File: config.mk
export PLATFORM = sky130hd
export DESIGN_NAME = regfile_wb_sched_flat
export DESIGN_NICKNAME = d
export VERILOG_FILES = /design/src/rtl/regfile_wb_sched_if.sv /design/src/rtl/regfile_wb_sched.sv /design/src/flat_wrapper.sv
export SDC_FILE = /design/constraint.sdc
export NUM_CORES = 1
export LEC_CHECK = 0
export BUFFER_PORTS_ARGS = -buffer_cell sky130_fd_sc_hd__buf_2
export CORE_ASPECT_RATIO = 0.6
export CORE_MARGIN = 1
export CORE_UTILIZATION = 25
export CTS_CLUSTER_SIZE = 14
export DETAILED_ROUTE_END_ITERATION = 16
export HOLD_SLACK_MARGIN = 0.05
export SYNTH_ARGS = -nofsm -noshare
export SYNTH_HDL_FRONTEND = slang
export SYNTH_SLANG_ARGS = --single-unit
File: constraint.sdc
create_clock -name clk -period 2.6 [get_ports clk]
set_input_delay 0 -clock clk [delete_from_list [all_inputs] [get_ports clk]]
set_output_delay 0 -clock clk [all_outputs]
set_load 0.03 [all_outputs]
File: src/rtl/regfile_wb_sched_if.sv
// Bundles the issue-stage hazard port, both writeback requesters and the
// register-file write port of the writeback scheduler.
interface regfile_wb_sched_if #(
  parameter int DWIDTH = 32,
  parameter int AWIDTH = 5
);
  logic              iss_valid;
  logic [AWIDTH-1:0] iss_rs1;
  logic [AWIDTH-1:0] iss_rs2;
  logic [AWIDTH-1:0] iss_rd;
  logic              iss_wr;
  logic              iss_stall;

  logic              wb0_valid;
  logic [AWIDTH-1:0] wb0_addr;
  logic [DWIDTH-1:0] wb0_data;
  logic              wb0_ready;
  logic              wb1_valid;
  logic [AWIDTH-1:0] wb1_addr;
  logic [DWIDTH-1:0] wb1_data;
  logic              wb1_ready;

  logic              rf_wr;
  logic [AWIDTH-1:0] rf_waddr;
  logic [DWIDTH-1:0] rf_wdata;

  modport master (
    output iss_valid, iss_rs1, iss_rs2, iss_rd, iss_wr,
    output wb0_valid, wb0_addr, wb0_data, wb1_valid, wb1_addr, wb1_data,
    input  iss_stall, wb0_ready, wb1_ready, rf_wr, rf_waddr, rf_wdata
  );

  modport slave (
    input  iss_valid, iss_rs1, iss_rs2, iss_rd, iss_wr,
    input  wb0_valid, wb0_addr, wb0_data, wb1_valid, wb1_addr, wb1_data,
    output iss_stall, wb0_ready, wb1_ready, rf_wr, rf_waddr, rf_wdata
  );
endinterface

File: src/rtl/regfile_wb_sched.sv
// Round-robin writeback arbiter (port 0 = ALU, port 1 = LSU) onto the single
// register-file write port, plus a pending-write scoreboard driving iss_stall.
module regfile_wb_sched #(
  parameter int DWIDTH  = 32,
  parameter int AWIDTH  = 5,
  parameter int REG_CNT = 32
) (
  input logic               clk,
  input logic               rst,
  regfile_wb_sched_if.slave bus
);

  logic [REG_CNT-1:0] pending_q, pending_d;
  logic               prio_q, prio_d;
  logic               rf_wr_q, rf_wr_d;
  logic [AWIDTH-1:0]  rf_waddr_q, rf_waddr_d;
  logic [DWIDTH-1:0]  rf_wdata_q, rf_wdata_d;

  logic               gnt0, gnt1, gnt_any;
  logic [AWIDTH-1:0]  gnt_addr;
  logic [DWIDTH-1:0]  gnt_data;
  logic               stall;
  logic               issue_fire;

  always_comb begin
    gnt0 = 1'b0;
    gnt1 = 1'b0;
    if (!rst) begin
      gnt0 = bus.wb0_valid & (~bus.wb1_valid | ~prio_q);
      gnt1 = bus.wb1_valid & (~bus.wb0_valid |  prio_q);
    end
  end

  assign gnt_any  = gnt0 | gnt1;
  assign gnt_addr = gnt1 ? bus.wb1_addr : bus.wb0_addr;
  assign gnt_data = gnt1 ? bus.wb1_data : bus.wb0_data;

  // pending_q[0] is held at 0, so a zero index never contributes a hazard
  assign stall = ~rst & bus.iss_valid &
                 (pending_q[bus.iss_rs1] | pending_q[bus.iss_rs2] |
                  (bus.iss_wr & pending_q[bus.iss_rd]));

  assign issue_fire = bus.iss_valid & ~stall & bus.iss_wr & (bus.iss_rd != '0);

  always_comb begin
    prio_d = prio_q;
    if (gnt0)      prio_d = 1'b1;
    else if (gnt1) prio_d = 1'b0;

    rf_wr_d    = gnt_any & (gnt_addr != '0);
    rf_waddr_d = gnt_any ? gnt_addr : rf_waddr_q;
    rf_wdata_d = gnt_any ? gnt_data : rf_wdata_q;

    // clear first so a same-cycle set on the same register wins
    pending_d = pending_q;
    if (rf_wr_q)    pending_d[rf_waddr_q] = 1'b0;
    if (issue_fire) pending_d[bus.iss_rd] = 1'b1;
    pending_d[0] = 1'b0;
  end

  always_ff @(posedge clk) begin
    if (rst) begin
      pending_q  <= '0;
      prio_q     <= 1'b0;
      rf_wr_q    <= 1'b0;
      rf_waddr_q <= '0;
      rf_wdata_q <= '0;
    end else begin
      pending_q  <= pending_d;
      prio_q     <= prio_d;
      rf_wr_q    <= rf_wr_d;
      rf_waddr_q <= rf_waddr_d;
      rf_wdata_q <= rf_wdata_d;
    end
  end

  assign bus.iss_stall = stall;
  assign bus.wb0_ready = gnt0;
  assign bus.wb1_ready = gnt1;
  assign bus.rf_wr     = rf_wr_q;
  assign bus.rf_waddr  = rf_waddr_q;
  assign bus.rf_wdata  = rf_wdata_q;

endmodule

File: src/flat_wrapper.sv
// flat-port wrapper written by rule: the top's interface ports become plain ports
module regfile_wb_sched_flat 
#(
  parameter int DWIDTH  = 32,
  parameter int AWIDTH  = 5,
  parameter int REG_CNT = 32
)
  (clk, rst, bus_iss_valid, bus_iss_rs1, bus_iss_rs2, bus_iss_rd, bus_iss_wr, bus_wb0_valid, bus_wb0_addr, bus_wb0_data, bus_wb1_valid, bus_wb1_addr, bus_wb1_data, bus_iss_stall, bus_wb0_ready, bus_wb1_ready, bus_rf_wr, bus_rf_waddr, bus_rf_wdata);
  regfile_wb_sched_if #(.DWIDTH(DWIDTH), .AWIDTH(AWIDTH)) bus_i ();
  input logic clk;
  input logic rst;
  input wire logic [$bits(bus_i.iss_valid)-1:0] bus_iss_valid;
  input wire logic [$bits(bus_i.iss_rs1)-1:0] bus_iss_rs1;
  input wire logic [$bits(bus_i.iss_rs2)-1:0] bus_iss_rs2;
  input wire logic [$bits(bus_i.iss_rd)-1:0] bus_iss_rd;
  input wire logic [$bits(bus_i.iss_wr)-1:0] bus_iss_wr;
  input wire logic [$bits(bus_i.wb0_valid)-1:0] bus_wb0_valid;
  input wire logic [$bits(bus_i.wb0_addr)-1:0] bus_wb0_addr;
  input wire logic [$bits(bus_i.wb0_data)-1:0] bus_wb0_data;
  input wire logic [$bits(bus_i.wb1_valid)-1:0] bus_wb1_valid;
  input wire logic [$bits(bus_i.wb1_addr)-1:0] bus_wb1_addr;
  input wire logic [$bits(bus_i.wb1_data)-1:0] bus_wb1_data;
  output wire logic [$bits(bus_i.iss_stall)-1:0] bus_iss_stall;
  output wire logic [$bits(bus_i.wb0_ready)-1:0] bus_wb0_ready;
  output wire logic [$bits(bus_i.wb1_ready)-1:0] bus_wb1_ready;
  output wire logic [$bits(bus_i.rf_wr)-1:0] bus_rf_wr;
  output wire logic [$bits(bus_i.rf_waddr)-1:0] bus_rf_waddr;
  output wire logic [$bits(bus_i.rf_wdata)-1:0] bus_rf_wdata;
  assign bus_i.iss_valid = bus_iss_valid;
  assign bus_i.iss_rs1 = bus_iss_rs1;
  assign bus_i.iss_rs2 = bus_iss_rs2;
  assign bus_i.iss_rd = bus_iss_rd;
  assign bus_i.iss_wr = bus_iss_wr;
  assign bus_i.wb0_valid = bus_wb0_valid;
  assign bus_i.wb0_addr = bus_wb0_addr;
  assign bus_i.wb0_data = bus_wb0_data;
  assign bus_i.wb1_valid = bus_wb1_valid;
  assign bus_i.wb1_addr = bus_wb1_addr;
  assign bus_i.wb1_data = bus_wb1_data;
  assign bus_iss_stall = bus_i.iss_stall;
  assign bus_wb0_ready = bus_i.wb0_ready;
  assign bus_wb1_ready = bus_i.wb1_ready;
  assign bus_rf_wr = bus_i.rf_wr;
  assign bus_rf_waddr = bus_i.rf_waddr;
  assign bus_rf_wdata = bus_i.rf_wdata;
  regfile_wb_sched #(.DWIDTH(DWIDTH), .AWIDTH(AWIDTH), .REG_CNT(REG_CNT)) u_core (.clk(clk), .rst(rst), .bus(bus_i));
endmodule
==> results of run 1 <==
## cell families after synthesis
logic type             share of synthesized area
AOI/OAI and AO/OA                          0.196
buffers and inverters                     0.0536
DFF                                        0.328
muxes                                      0.122
and+or+nand+nor                            0.300
## cells in the mapped netlist (2+ instances only)
cell type / number
buf_6: 5
or2_2: 2
nand3b_1: 24
buf_1: 6
nor4_1: 3
inv_1: 3
nor2_1: 54
a21oi_1: 3
and2_1: 3
o21a_1: 2
mux4_2: 11
nand2b_1: 4
nand3_1: 6
buf_2: 6
nand2_1: 123
o21ai_0: 20
dfxtp_1: 70
o21ai_2: 30
nand4_1: 2
nor3b_1: 8
clkbuf_1: 29
nor2b_1: 25
nor3_1: 4
mux2i_1: 14
and3_1: 3
mux4_1: 2
mux2_2: 6
a311oi_1: 38
## metrics by stage
step                area (µm²)  utilization
floorplan                 4270            -
global placement          5090        0.309
detailed placement        5090        0.309
CTS                       6180        0.375
global route              6180        0.375
finish                    6180        0.375
## layer usage
metal	wire [µm]	up-vias	GRT usage
met5	0	-	0
met4	144	0	0.0388
met3	1650	12	0.0658
met2	6000	204	0.254
met1	7440	2186	0.252
li1	-	2260	-
## critical path, cell delays in order
cell	delay, ns
dlygate4sd3_1	0.52
buf_2	0.13
nor2_1	0.07
nor2_4	0.52
buf_12	0.30
nor2_1	0.07
a311oi_1	0.27
dlygate4sd3_1	0.59
## power groups by stage
stage | Sequential (µW) | Combinational [µW] | Clock, µW
5_1_grt | 1170 | 718 | 1410
3_3_place_gp | 1190 | 553 | 0
6_report | 1160 | 667 | 1320
3_5_place_dp | 1190 | 554 | 0
4_1_cts | 1160 | 663 | 1350
2_1_floorplan | 1260 | 281 | 0
## sequential cells by signal, indices dropped and copies added, names as in the netlist
signal and cells:
u_core.pending_q 31, u_core.bus.rf_wdata 32, u_core.bus.rf_wr 1, u_core.bus.rf_waddr 5
u_core.prio_q 1
## how the worst max path moves through the flow
stage / startpoint / endpoint / slack (ns) / cells after the start
after floorplan: u_core.pending_q[5] / u_core.pending_q[8] / 0.80 / 7
after global placement: u_core.pending_q[28] / u_core.pending_q[10] / 0.62 / 7
after detailed placement: u_core.pending_q[28] / u_core.pending_q[28] / 0.63 / 7
after CTS: bus_wb0_valid / u_core.bus.rf_wdata[30] / 0.40 / 8
after global routing: bus_wb0_valid / u_core.bus.rf_wdata[30] / 0.20 / 8
final: bus_wb0_valid / u_core.bus.rf_wdata[30] / 0.38 / 8
## final cells by class
| type | count | area, µm² | area share |
|---|---|---|---|
| Multi-Input combinational cell | 408 | 2650 | 0.428 |
| Timing Repair Buffer | 220 | 1520 | 0.246 |
| Sequential cell | 70 | 1400 | 0.227 |
| Tap cell | 228 | 285 | 0.0461 |
| Clock buffer | 10 | 229 | 0.0370 |
| Clock inverter | 6 | 86.3 | 0.0140 |
| Inverter | 3 | 11.3 | 0.00182 |
## timing repair
item / CTS / global route
endpoints found under the hold margin: 39 / 0
hold buffers: 78 / 0
gates resized for setup: 0 / 0
==> results.ini, run 1 <==
[status]
outcome = complete, no violations

[clock_tree]
numCtsBuffers = 9
cts_max_level = 3
clk_pin_slew_worst_paths_ns = 0.05
clk_path_buf_depth = 2
clock-sinks = 70
postCtsSetupBuffers = 0
cts_tree = yes
clkLatencyLatePin_ns = 0.33
root_buffer = clkbuf_16

[global_routing]
grt_max_degree = 52
grt_pass1_wl_mm = 24.1
grt_usage = 0.178
grt_pass1_vias = 4491
antenna_found_initial = 0
grt_overflow = 0

[power]
seqPwrFrac = 0.369
ir_worst_vdd_uv = 341
pwr-share-comb = 0.212
p_total_uw = 3150
p_int_uw = 2250
swShare = 0.288
p_leak_uw = 0.00257
power.clock.fraction = 0.419
power_switching_uw = 907
p_per_area_mw_per_mm2 = 510

[logic_synthesis]
synth-seq-cells = 70
yosysUniqueCellTypes = 49
synthTopCellsByArea = dfxtp_1 33%, nand2_1 11%, a311oi_1 7.8%, o21ai_2 6.2%, mux4_2 5.8%
yosysWarnings = 0
synth_top_area_frac = 0.328
synth_fp_nets = 622
ys_async_sr_fraction = 0
synth-seq-area-share = 0.328
syn_area_mm2 = 0.00427
ys.flop_type = dfxtp_1
syn_avg_cell_area_um2 = 8.11
synth_edf_count = 0
synth_top_area_cell = dfxtp_1
netlist_instances = 527

[floorplanning]
io_pins = 136
start_util = 0.259
die_w_um = 171
die_h_um = 103
dieArea_mm2 = 0.0176
rows = 36
core_area_mm2 = 0.0165

[finish]
final_common_cell = buf_2
final_cell_mix = 135 x buf_2, 123 x nand2_1, 78 x dlygate4sd3_1
drive_gt1_frac = 0.294
layout.cells.non_filler = 945
fillers = 1740
fin_nets = 807
antenna_cells = 0
syn2layout_area_growth_pct = 44.8

[setup_path]
r2r-end = u_core.bus.rf_waddr[4]
path_class = primary input to register
cp.required_ns = 2.87
worstPathArrival_ns = 2.49
start_kind = primary input
cp_max_fo = 45
r2r_cells = 7
r2r_start = u_core.prio_q
worstSetupEndpointType = register
r2r_slack_ns = 0.52

[route]
wl_per_cell_um = 16.1
drt-pass1-iter-count = 5
vias = 4662
wl_mm = 15.2
drt-vias-per-instance = 4.93
drt_iter0_markers = 402
drcViolationCount = 0
drtAntennaViolNets = 0

[sta]
relSlewSlack = 0.459
setup_slack_ns = 0.382
finalHoldViolCount = 0
fin_hold_ws_ns = 0.0753
worst_pin_slew_ns = 0.809
finClkSkew_ns = 0.0111
setup_tns_ns = 0
setup_viol = 0
rsz0062_at_grt = false
final_max_slew_viol_count = 0
max_freq_ghz = 0.451
min_period_ns = 2.22
min_period_over_period = 0.853

[placed_design]
dp_slack_ns = 0.629
port_buffers = 135
dp_cells = 851
place_congestion = 0.892
detailed_place_hpwl_mm = 10.8

[min_path]
holdPathStages = 3
worstHoldPathType = primary input to register
min_from = bus_iss_rd[4]
whs_endpoint = u_core.pending_q[28]

[run]
maxCapViolations = 0

(Power assumes the default switching activity.)
==> run 2: changes to the inputs <==
--- a/config.mk
+++ b/config.mk
@@ -5,8 +5,9 @@
 export SDC_FILE = /design/constraint.sdc
 export NUM_CORES = 1
 export LEC_CHECK = 0
+export ABC_AREA = 1
 export BUFFER_PORTS_ARGS = -buffer_cell sky130_fd_sc_hd__buf_2
-export CORE_ASPECT_RATIO = 0.6
+export CORE_ASPECT_RATIO = 1.75
 export CORE_MARGIN = 1
 export CORE_UTILIZATION = 25
 export CTS_CLUSTER_SIZE = 14
==> results.ini, run 2 <==
[logic_synthesis]
synth_top_area_cell = dfxtp_1
synthTopCellsByCount = 249 x nand2_1, 127 x inv_1, 87 x nand3_1
netlist_instances = 792
synth-seq-area-share = 0.302
yosysWarnings = 0
synth_edf_count = 0
ys.flop_type = dfxtp_1
synth-seq-cells = 70
syn_avg_cell_area_um2 = 5.85
ys_async_sr_fraction = 0
syn_area_mm2 = 0.00464
synth_top_area_frac = 0.302
synth.most_common_cell = nand2_1
synthTopCellsByArea = dfxtp_1 30%, nand2_1 20%, inv_1 10%, nand3_1 9.4%, o21ai_0 8.2%
synth_fp_nets = 887
yosysUniqueCellTypes = 24

[global_routing]
grt_pass1_wl_mm = 25.8
grt_max_degree = 76
use_met3 = 0.0279
grt_overflow = 0
met2_usage = 0.298
grt_usage = 0.169
grt_pass1_vias = 5334
grt_most_used_layer = met2
grtUsageMet1 = 0.188
antenna_found_initial = 0

[sta]
final_max_slew_viol_count = 0
fin_hold_ws_ns = 0.167
finClkSkew_ns = 0.00533
min_period_ns = 2.16
finalHoldViolCount = 0
min_period_over_period = 0.830
rsz0062_at_grt = false
relSlewSlack = 0.561
max_freq_ghz = 0.464
setup_viol = 0
setup_tns_ns = 0
worst_pin_slew_ns = 0.659

[clock_tree]
cts_tree = yes
cts_max_level = 3
root_buffer = clkbuf_16
clk_path_buf_depth = 2
cts.hold.buffers_added = 77
clk_pin_slew_worst_paths_ns = 0.06
cts_resized = 0
clkLatencyLatePin_ns = 0.34
clock-sinks = 70
numCtsBuffers = 9
postCtsSetupBuffers = 0

[floorplanning]
die_h_um = 182
core_area_mm2 = 0.0181
dieArea_mm2 = 0.0191
die_w_um = 105
rows = 65
io_pins = 136
start_util = 0.257

[route]
wl_per_cell_um = 12.9
drt_iter0_markers = 274
vias = 5528
drt-vias-per-instance = 4.54
drt-pass1-iter-count = 4
drtAntennaViolNets = 0
wl_mm = 15.7
drcViolationCount = 0

[setup_path]
path_class = primary input to register
start_kind = primary input
worstPathArrival_ns = 2.38
cp_max_fo = 38
r2r_slack_ns = 0.49
r2r_start = u_core.prio_q
critPathLaunch = bus_wb0_valid
worstSetupEndpointType = register
cp.required_ns = 2.83
r2r-end = u_core.bus.rf_wr
r2r_cells = 10

[min_path]
whs_endpoint = u_core.pending_q[26]
min_from = bus_iss_valid
holdPathStages = 5
worstHoldPathType = primary input to register

[finish]
fin_nets = 1074
drive_gt1_frac = 0.182
largest_reg_flops = 32
final_common_cell = nand2_1
antenna_cells = 0
final_cell_mix = 249 x nand2_1, 135 x buf_2, 127 x inv_1
syn2layout_area_growth_pct = 40.0

[power]
pwr-share-comb = 0.233
swShare = 0.303
seqPwrFrac = 0.355
power.clock.fraction = 0.411
p_int_uw = 2300
p_per_area_mw_per_mm2 = 508
ir_worst_vdd_uv = 436
power_switching_uw = 1000
p_leak_uw = 0.00323

[placed_design]
port_buffers = 135
place_congestion = 0.867
detailed_place_hpwl_mm = 11.2

[status]
outcome = complete, no violations

[run]
maxCapViolations = 0

run 2: changes by cell type after synthesis, sizes merged, moves of 24 or more:
cell,change
nand3,+91
a311oi,-38
nand2,+127
inv,+126
nor2b,-25
a21oi,+65
nand3b,-24
o21ai,+29
run 2: how the worst max path moves through the flow:
stage / endpoint / cells past startpoint / slack, ns
after detailed placement: u_core.pending_q[13] / 13 / 0.64
after floorplan: u_core.bus.rf_waddr[0] / 8 / 0.66
after global routing: u_core.bus.rf_wr / 13 / 0.22
after CTS: u_core.bus.rf_wr / 10 / 0.47
final: u_core.bus.rf_wr / 13 / 0.44
after global placement: u_core.pending_q[17] / 13 / 0.66
run 2: final cells by class:
type,instances,area [µm²]
multi-input combinational,550,2490
clock inverter,5,81.3
timing repair buffer,218,1490
clock buffer,11,243
fill,1959,11600
tap,234,293
sequential,70,1400
inverter,130,490
run 2: kinds of logic (layout without fill, tap and decap cells):
kind of cell	count (synthesis)	in the layout	synth area share
AO/OA/AOI/OAI	149	149	0.169
buffers and inverters	172	364	0.162
flip-flops	70	70	0.302
AND/OR/NAND/NOR	401	401	0.366
run 2: routing by layer:
| metal | vias up | share of wire | wire, µm |
|---|---|---|---|
| met3 | 48 | 0.049 | 766 |
| li1 | 2864 | - | - |
| met5 | - | 0 | 0 |
| met2 | 196 | 0.49 | 7720 |
| met1 | 2420 | 0.41 | 6500 |
| met4 | 0 | 0.048 | 754 |
run 2: per-stage QoR:
step | setup slack (ns) | util | instances | total power (µW) | instance area [µm²]
after floorplan | 0.662 | - | 792 | 1640 | 4640
after global placement | 0.655 | 0.299 | 1125 | 1840 | 5400
after detailed placement | 0.643 | 0.299 | 1125 | 1850 | 5400
after CTS | 0.468 | 0.359 | 1218 | 3330 | 6490
after global routing | 0.223 | 0.359 | 1218 | 3470 | 6490
final | 0.443 | 0.359 | 1218 | 3300 | 6490
run 2: worst max-delay path, cell delays in order:
cell and delay (ns):
dlygate4sd3_1 0.55, buf_2 0.13, inv_1 0.05, nor2_1 0.08, nor2_1 0.04, nand2_1 0.06
inv_1 0.07, buf_4 0.26, nand2_1 0.10, nand2_1 0.07, nor4_1 0.28, a31oi_1 0.10
dlygate4sd3_1 0.58
run 2: power groups by stage:
| stage | registers [µW] | clock network [µW] | logic (µW) |
|---|---|---|---|
| 2_1_floorplan | 1300 | 0 | 334 |
| 3_3_place_gp | 1190 | 0 | 651 |
| 3_5_place_dp | 1200 | 0 | 651 |
| 4_1_cts | 1170 | 1390 | 765 |
| 5_1_grt | 1180 | 1440 | 847 |
| 6_report | 1170 | 1360 | 769 |
==> run 3: changes to the inputs <==
==> constraint.sdc (replaced) <==
create_clock -name clk -period 2.1 [get_ports clk]
set_input_delay 0 -clock clk [delete_from_list [all_inputs] [get_ports clk]]
set_output_delay 0 -clock clk [all_outputs]
set_load 0.03 [all_outputs]
==> results.ini, run 3 (synthesized netlist as in run 2, its figures left out) <==
[setup_path]
path_class = primary input to register
critPathBufInv = 7
cp_max_fo = 10
cp.depth = 13
r2r_cells = 10
start_kind = primary input
crit_path_top_delay_cell = dlygate4sd3_1
critPathTopFamily = buffers and inverters
cp_cell_sequence = dlygate4sd3_1 -> buf_2 -> inv_2 -> nor2_1 -> nor2_1 -> nand2_2 -> buf_4 -> clkbuf_16 -> nand2_1 -> nand2_1 -> dlygate4sd3_1 -> o21ai_0 -> inv_1
cpPeakStageDelay_ns = 0.57
cp.required_ns = 2.32
worstSetupEndpointType = register
worstPathArrival_ns = 2.23

[route]
wl_mm = 16.0
drcViolationCount = 0
wl_per_cell_um = 13.0
vias = 5600
drt-vias-per-instance = 4.56
drtAntennaViolNets = 0
drt_iter0_markers = 266
drt-pass1-iter-count = 6

[finish]
finish.utilization = 0.368
largest_reg_flops = 32
final_cell_mix = 247 x nand2_1, 135 x buf_2, 125 x inv_1
drive_gt1_frac = 0.198
syn2layout_area_growth_pct = 43.3
final_common_cell = nand2_1
fillers = 1976
fin_nets = 1085
layout.cells.non_filler = 1229
antenna_cells = 0

[min_path]
holdPathStages = 5
worstHoldPathType = primary input to register

[clock_tree]
root_buffer = clkbuf_16
clk_path_buf_depth = 2
clk_pin_slew_worst_paths_ns = 0.06
cts_max_level = 3
numCtsBuffers = 9
clkLatencyLatePin_ns = 0.33
cts_tree = yes
clock-sinks = 70

[global_routing]
grt_pass1_wl_mm = 25.3
use_met3 = 0.0246
met2_usage = 0.315
grt_max_degree = 76
antenna_found_initial = 0
grt_overflow = 0
grt_usage = 0.165
grt_most_used_layer = met2
grt_pass1_vias = 5353
grtUsageMet1 = 0.174

[sta]
setup_viol = 0
worst_pin_slew_ns = 0.580
rsz0062_at_grt = true
min_period_over_period = 0.958
finalHoldViolCount = 0
min_period_ns = 2.01
setup_slack_ns = 0.0884
max_freq_ghz = 0.497
finClkSkew_ns = 0.0133
relSlewSlack = 0.613
final_max_slew_viol_count = 0

[run]
maxCapViolations = 0

[floorplanning]
dieArea_mm2 = 0.0191
core_area_mm2 = 0.0181
die_w_um = 105
rows = 65
die_h_um = 182
io_pins = 136
start_util = 0.257

[placed_design]
dp_cells = 1133
dp_slack_ns = 0.275
detailed_place_hpwl_mm = 11.4
place_congestion = 0.888
port_buffers = 135

[power]
ir_worst_vdd_uv = 471
p_per_area_mw_per_mm2 = 605
p_leak_uw = 0.00330

[status]
outcome = complete, no violations

run 3: metrics by stage:
stage | setup TNS (ns) | hold slack [ns] | total power, µW | instance area, µm²
after global routing | -0.423 | 0.164 | 4220 | 6640
after floorplan | 0 | 0.167 | 2030 | 4640
after detailed placement | 0 | 0.290 | 2310 | 5470
after global placement | 0 | 0.281 | 2300 | 5470
after CTS | 0 | 0.146 | 4020 | 6540
final | 0 | 0.0984 | 4020 | 6640
run 3: worst paths after layout:
kind | start | endpoint | slack [ns]
worst max register to register | u_core.prio_q | u_core.bus.rf_wdata[13] | 0.11
worst min register to register | u_core.pending_q[4] | u_core.pending_q[4] | 0.48
worst max-delay path | bus_wb0_valid | u_core.bus.rf_wdata[13] | 0.09
worst min-delay path | bus_wb0_addr[4] | u_core.bus.rf_wr | 0.1
run 3: routing by layer:
metal | routed length (µm) | vias to the layer above
met4 | 481 | 0
met3 | 726 | 28
met2 | 8300 | 175
met5 | 0 | -
met1 | 6460 | 2518
li1 | - | 2879
run 3: final cells by class:
class | instances | area [µm²] | area share
inverter | 130 | 490 | 0.0738
tap | 234 | 293 | 0.0441
timing repair buffer | 229 | 1640 | 0.247
sequential | 70 | 1400 | 0.211
clock inverter | 7 | 80.1 | 0.0121
multi-input combinational | 550 | 2510 | 0.378
clock buffer | 9 | 225 | 0.0339
run 3: power breakdown:
part / switching (µW) / internal (µW) / total, µW
Combinational: 602 / 398 / 1000
Clock: 629 / 936 / 1570
Sequential: 48.3 / 1400 / 1450
Total: 1280 / 2740 / 4020
run 3: tightest hold or removal path, stage by stage:
cell and delay [ns]:
buf_2 0.08, nand2_1 0.05, nand2_2 0.08, nor4_2 0.04
a31oi_1 0.14
run 3: timing repair:
item / in CTS / in global routing
endpoints found under the setup margin: 0 / 34
buffers inserted: 0 / 3
hold buffers: 77 / 0
gates resized for setup: 0 / 15
endpoints found under the hold margin: 39 / 0
